## src/rtl/qracc_sram_arbiter.sv

```systemverilog
// Two-requester round-robin arbiter for the QRAcc SRAM request port.
// Grants lock across stalled handshakes; a small ID FIFO steers each read response back to its owner.
module qracc_sram_arbiter #(
    parameter int numRows        = 128,
    parameter int numCols        = 32,
    parameter int maxOutstanding = 4,
    localparam int addrBits      = $clog2(numRows)
) (
    input  logic                  clk,
    input  logic                  rst,
    input  logic [1:0]            rq_wr_i,
    input  logic [1:0]            rq_valid_i,
    output logic [1:0]            rq_ready_o,
    input  logic [2*numCols-1:0]  wr_data_i,
    input  logic [2*addrBits-1:0] addr_i,
    output logic [1:0]            rd_valid_o,
    output logic [numCols-1:0]    rd_data_o,
    output logic                  sram_rq_wr_o,
    output logic                  sram_rq_valid_o,
    input  logic                  sram_rq_ready_i,
    output logic [numCols-1:0]    sram_wr_data_o,
    output logic [addrBits-1:0]   sram_addr_o,
    input  logic                  sram_rd_valid_i,
    input  logic [numCols-1:0]    sram_rd_data_i,
    output logic                  err_o
);

    localparam int idxBits = $clog2(maxOutstanding);
    localparam int ptrBits = idxBits + 1;

    logic               prio_q;
    logic               lock_q;
    logic               gnt_q;
    logic               err_q;
    logic [ptrBits-1:0] wr_ptr;
    logic [ptrBits-1:0] rd_ptr;
    logic               id_mem [maxOutstanding];

    logic                grant;
    logic                sel_wr;
    logic [addrBits-1:0] sel_addr;
    logic [numCols-1:0]  sel_data;
    logic                fifo_full;
    logic                fifo_empty;
    logic                fire;
    logic                push;
    logic                pop;
    logic                head;

    always_comb begin
        grant = 1'b0;
        if (lock_q)
            grant = gnt_q;
        else if (&rq_valid_i)
            grant = prio_q;
        else
            grant = rq_valid_i[1];

        sel_wr   = grant ? rq_wr_i[1] : rq_wr_i[0];
        sel_addr = grant ? addr_i[2*addrBits-1:addrBits] : addr_i[addrBits-1:0];
        sel_data = grant ? wr_data_i[2*numCols-1:numCols] : wr_data_i[numCols-1:0];

        fifo_empty = (wr_ptr == rd_ptr);
        fifo_full  = (wr_ptr[ptrBits-1] != rd_ptr[ptrBits-1]) &&
                     (wr_ptr[idxBits-1:0] == rd_ptr[idxBits-1:0]);

        // A full ID FIFO only holds back reads; writes never produce a response.
        sram_rq_valid_o = (grant ? rq_valid_i[1] : rq_valid_i[0]) & (sel_wr | ~fifo_full);
        sram_rq_wr_o    = sram_rq_valid_o & sel_wr;
        sram_addr_o     = sram_rq_valid_o ? sel_addr : '0;
        sram_wr_data_o  = sram_rq_valid_o ? sel_data : '0;

        fire       = sram_rq_valid_o & sram_rq_ready_i;
        push       = fire & ~sel_wr;
        rq_ready_o = fire ? (grant ? 2'b10 : 2'b01) : 2'b00;

        head       = id_mem[rd_ptr[idxBits-1:0]];
        pop        = sram_rd_valid_i & ~fifo_empty;
        rd_valid_o = pop ? (head ? 2'b10 : 2'b01) : 2'b00;
        rd_data_o  = pop ? sram_rd_data_i : '0;

        err_o = err_q;
    end

    always_ff @(posedge clk or posedge rst) begin
        if (rst) begin
            prio_q <= 1'b0;
            lock_q <= 1'b0;
            gnt_q  <= 1'b0;
            err_q  <= 1'b0;
            wr_ptr <= '0;
            rd_ptr <= '0;
        end else begin
            if (fire) begin
                prio_q <= ~grant;
                lock_q <= 1'b0;
            end else if (sram_rq_valid_o) begin
                lock_q <= 1'b1;
                gnt_q  <= grant;
            end
            if (push)
                wr_ptr <= wr_ptr + ptrBits'(1);
            if (pop)
                rd_ptr <= rd_ptr + ptrBits'(1);
            if (sram_rd_valid_i && fifo_empty)
                err_q <= 1'b1;
        end
    end

    // ID storage needs no reset: entries are only read between push and pop.
    always_ff @(posedge clk) begin
        if (push)
            id_mem[wr_ptr[idxBits-1:0]] <= grant;
    end

endmodule

```

## config.mk

```make
export PLATFORM = sky130hd
export DESIGN_NAME = qracc_sram_arbiter
export DESIGN_NICKNAME = d
export VERILOG_FILES = /design/src/rtl/qracc_sram_arbiter.sv
export SDC_FILE = /design/constraint.sdc
export NUM_CORES = 1
export LEC_CHECK = 0
export CAP_MARGIN = 30
export CORE_UTILIZATION = 26
export CTS_CLUSTER_DIAMETER = 200
export DETAILED_ROUTE_END_ITERATION = 7
export PLACE_DENSITY = 0.9
export SLEW_MARGIN = 10
export SYNTH_ARGS = -nofsm -noshare
export SYNTH_HDL_FRONTEND = slang
export SYNTH_SLANG_ARGS = --single-unit
```

## constraint.sdc

```tcl
create_clock -name clk -period 3.01 [get_ports clk]
set_input_delay 0.903 -clock clk [delete_from_list [all_inputs] [get_ports clk]]
set_output_delay 0.903 -clock clk [all_outputs]
set_load 0.05 [all_outputs]
```

Word level (Yosys, flattened, before mapping)
Memories as Yosys holds them, arrays and structs flattened.
Index checks and enable logic that the tools add are counted.
{ "totals": {"out_inout_bits": 78, "n_memories": 1, "ff_bits": 10, "ramBits": 4, "in_bits": 118, "word_cells": 45} }
{ "op_classes": {"n_bitwise": 11, "mux": 17, "reduce_logical": 5, "n_eq_ne": 3, "addsub": 2} }
{ "memory_table": {"columns": ["name", "depth", "word_bits", "rd", "rd_ports_with_merged_regs", "wr", "line", "text"], "rows": [
  ["id_mem", 4, 1, 1, 0, 1, "37", "logic id_mem [maxOutstanding];"]
]} }
{ "op_table": {"columns": ["cell", "count"], "rows": [
  ["$mux W32", 3],
  ["$mux W7", 2],
  ["$mux W1", 8],
  ["$mux W2", 4],
  ["$add A3 B1 Y3 const B", 2],
  ["$and A1 B1 Y1", 5],
  ["$not A1 Y1", 5],
  ["$reduce_and A2 Y1", 2],
  ["$eq A3 B3 Y1", 1],
  ["$eq A2 B2 Y1", 1],
  ["$logic_and A1 B1 Y1", 2],
  ["$reduce_bool A2 Y1", 1],
  ["$ne A1 B1 Y1", 1],
  ["$or A1 B1 Y1", 1]
]} }

Logic depth before layout (Yosys ltp)
{ "depth": {"ltp_word": 10, "depth_mapped": 9, "depth_no_buf": 6} }

Worst setup path after synthesis
No wires, ideal clock.
{ "synth_path": {"path_type": "input-to-output", "from": "input rq_valid_i[0]", "to": "output rq_ready_o[1]", "arrival_time_ps": 2860, "required_time_ps": 2107, "n_path_buf": 2, "stages": 8, "slack_ps": -753, "path_cell_list": "nor2b_1 > o21a_1 > buf_6 > clkinv_4 > mux2i_4 > a21o_1 > buf_6 > nor3_1"} }
{ "synth_via": {"elab_chain_cells": 8, "elab_cells_between_ends": 10, "classes_between": "6 x mux; 3 x bitwise; 1 x reduce/logical"} }
{ "synth_rtl": {"columns": ["element", "line", "text"], "rows": [
  ["start: declaration", "12", "input logic [1:0] rq_valid_i,"],
  ["$reduce_and A2 Y1", "54", "else if (&rq_valid_i)"],
  ["$mux W1", "54", null],
  ["$mux W1", "52", "if (lock_q)"],
  ["$mux W1", "59", "sel_wr = grant ? rq_wr_i[1] : rq_wr_i[0];"],
  ["$or A1 B1 Y1", "68", "sram_rq_valid_o = (grant ? rq_valid_i[1] : rq_valid_i[0]) & (sel_wr | ~fifo_full);"],
  ["$and A1 B1 Y1", "68", null],
  ["$and A1 B1 Y1", "73", "fire = sram_rq_valid_o & sram_rq_ready_i;"],
  ["$mux W2 (*)", "75", "rq_ready_o = fire ? (grant ? 2'b10 : 2'b01) : 2'b00;"],
  ["end: declaration", "13", "output logic [1:0] rq_ready_o,"]
]} }
Mark *: on every way between the ends. The rest lies on a longest branch, timed or not.

Worst setup path in the final report
{ "layout_path": {"from": "input rq_valid_i[1]", "to": "output rq_ready_o[1]"} }
Same word-level chain as after synthesis.

==> impl_metrics.toml <==
[setup_path]
crit_start = "rq_valid_i[1]"
crit_chain = "buf_6, nand2b_1, o21a_4, clkinv_4, mux2i_4, a21o_4, buf_12, nor3_4, buf_12"
crit_slowest_cell = "a21o_4"
arrival_ns = 2.38
crit_top_cell = "buf_12"
crit_fanout = 7
critPathCaptureType = "primary output"
critPathKind = "input port to primary output"
slowest_delay_ns = 0.30
crit_path_start_kind = "input port"
reg2reg_from = "rd_ptr[1]"
crit_required_ns = 2.11

[global_routing]
grt_pass1_vias = 2866
antenna_found_initial = 1
grt_pass1_wl_um = 14500
grt_start_max_net_pins = 44
grt_use_total = 0.258
grt_remaining_overflow = 0

[yosys]
ys.flop_type = "dfrtp_1"
yosysSeqAreaShare = 0.210
synth_top_area_share = 0.189
synth_area_per_cell_um2 = 7.35
yosys.area.top_type = "a21oi_2"
syn_area_um2 = 1760
ys_top_cells_by_count = "nand2_1, a21oi_2, and3_1"
synth_nets = 363
synthTopCellsByArea = "a21oi_2, nand2_1, dfrtp_1"
syn-instance-count = 240
ys_warn_count = 0
synthDistinctLibCells = 36
synth_edf_count = 4
ys_seq_elements = 14
yosysMostFrequentCell = "nand2_1"
synthArstFlopShare = 0.714

[sta]
max_freq_mhz = 305
timing.final.ws_setup_ns = -0.270
min_period_ns = 3.28
rsz0062_at_grt = "yes"
whs_ns = 0.495
worstMarginPinSlew_ns = 0.510
setup_violations = 42
fin_worst_skew_ns = 0.00584
setup_tns_ns = -8.40
hold_viol = 0
fin_crit_sh = 1.09
slew_headroom = 0.659
slew_violations = 0

[routing]
num_vias = 2583
wl_per_cell_um = 18.1
ant_nets = 0
drtIter0Drc = 93
viasPerCell = 4.99
drc_errors = 9
detail_route.first_pass.iterations = 6
wirelength_um = 9370

[clock_tree]
clk_pin_slew_ns = 0.06
cts_made_buffers = 3
ctsHoldBuffers = 0
cts_sinks = 14
cts_tree = "yes"
cts.path.max_buffers = 2
htreeDepth = 1
cts.root.buffer_cell = "clkbuf_8"
worstSkewPairLatency_ns = 0.25

[outcome]
status = "complete, but fails checks"
violations = "design-rule violations, negative setup slack"

[placed_design]
port_buffers = 195
dpl.hpwl_um = 7060
gp_congestion = 0.809
dpl_cell_area_um2 = 4930

[final_layout]
drive_gt1_frac = 0.348
fin_area_um2 = 5130
syn_to_final_growth_pct = 191
final_nets = 564

[job]
cap_violations = 0

[hold_path]
min-delay-start = "err_o"
hold_class = "register to register"

[floorplanning]
fp-row-count = 29
pin_count = 196
core_area_um2 = 6460
fp.dieW_um = 84.3
dieArea_um2 = 7110
chipHeight_um = 84.3
initial_core_util = 0.273

[power]
combinationalPowerShare = 0.908
leakagePower_nw = 2.14
power_density_nw_per_um2 = 1120
netSwitchingFraction = 0.529
pwr-share-clk = 0.028
cell_internal_pwr_mw = 2.70
p_seq_frac = 0.064
irDropWorstVdd_uv = 906
switchingPower_mw = 3.03
-- sequential cells by signal (all words and copies together) (netlist names) --
register,count
rd_ptr,3
id_mem,4
prio_q,1
err_o,1
gnt_q,1
lock_q,1
wr_ptr,3
-- logic make-up (layout without fill, tap and decap cells) --
kind of cell	count (synthesis)	count (layout)	synth area share
and+or+nand+nor	133	133	0.356
AOI/OAI and AO/OA	50	50	0.236
buffers and inverters	26	226	0.0837
DFF	14	14	0.210
xor gates and xnor gates	7	7	0.0348
adders and majority gates	5	5	0.0355
muxes	5	5	0.0440
other	0	1	0
-- through the flow --
| step | cells | worst slack [ns] | utilization | total power [mW] |
|---|---|---|---|---|
| floorplan | 240 | -0.181 | - | 3.19 |
| global placement | 508 | -0.609 | 0.764 | 5.16 |
| detailed placement | 508 | -0.672 | 0.764 | 5.30 |
| CTS | 518 | -0.341 | 0.794 | 5.72 |
| global route | 518 | -0.343 | 0.795 | 5.95 |
| finish | 518 | -0.270 | 0.795 | 5.73 |
-- worst max-delay path: cells and delay by family --
kind / cells / cell delay [ns]
buffers and inverters: 4 / 0.49
AOI/OAI and AO/OA: 2 / 0.47
and+or+nand+nor: 2 / 0.31
muxes: 1 / 0.19
-- layout make-up --
type | count | area, µm²
clock inverters | 1 | 3.75
fillers | 358 | 1330
diodes | 1 | 2.50
well taps | 77 | 96.3
inverters | 6 | 27.5
flip-flops and latches | 14 | 370
multi-input cells | 200 | 1590
repair buffers | 216 | 3000
clock buffers | 3 | 41.3
-- final timing paths --
| check | endpoint | slack [ns] | cells past startpoint |
|---|---|---|---|
| setup / recovery | rq_ready_o[1] | -0.27 | 9 |
| hold / removal | err_o | 0.49 | 1 |
| setup reg to reg | lock_q | 0.93 | 6 |
| hold reg to reg | err_o | 0.49 | 1 |
| max in group asynchronous | rd_ptr[0] | 1.74 | 2 |
| min in group asynchronous | wr_ptr[0] | 0.97 | 2 |
-- routing by layer --
metal	GRT usage	part of all wire	vias to the layer above
met4	0.102	0.039	0
met5	0	0	-
met3	0.0393	0.048	32
li1	-	-	1208
met2	0.519	0.56	119
met1	0.263	0.35	1224
-- repair_timing --
action / in CTS / in global routing
pin swaps: 2 / 2
cloned: 3 / 0
resized for setup: 18 / 7
buffers inserted: 3 / 0
setup endpoints to repair: 63 / 59
-- power by group through the flow --
stage          Combinational (mW)  Clock (mW)  Sequential, mW
2_1_floorplan                2.83           0           0.358
3_3_place_gp                 4.81           0           0.352
3_5_place_dp                 4.94           0           0.361
4_1_cts                      5.20       0.160           0.360
5_1_grt                      5.41       0.169           0.378
6_report                     5.20       0.160           0.369
-- placed cells by master (no fill, tap or decap), drive strengths merged, types with 2 or more instances in the layout --
cell           instances
nor2b                  3
dlymetal6s2s           3
clkinv                 2
and3                  34
and2                   4
o21a                   2
nand2b                 2
clkdlybuf4s50        113
nand2                 82
xor2                   2
xnor2                  5
buf                  100
mux2                   2
a21oi                 41
nor2                   4
mux2i                  2
dfrtp                 10
inv                    5
edfxtp                 4
clkbuf                 3
ha                     5
Power figures use the tool's default switching activity.
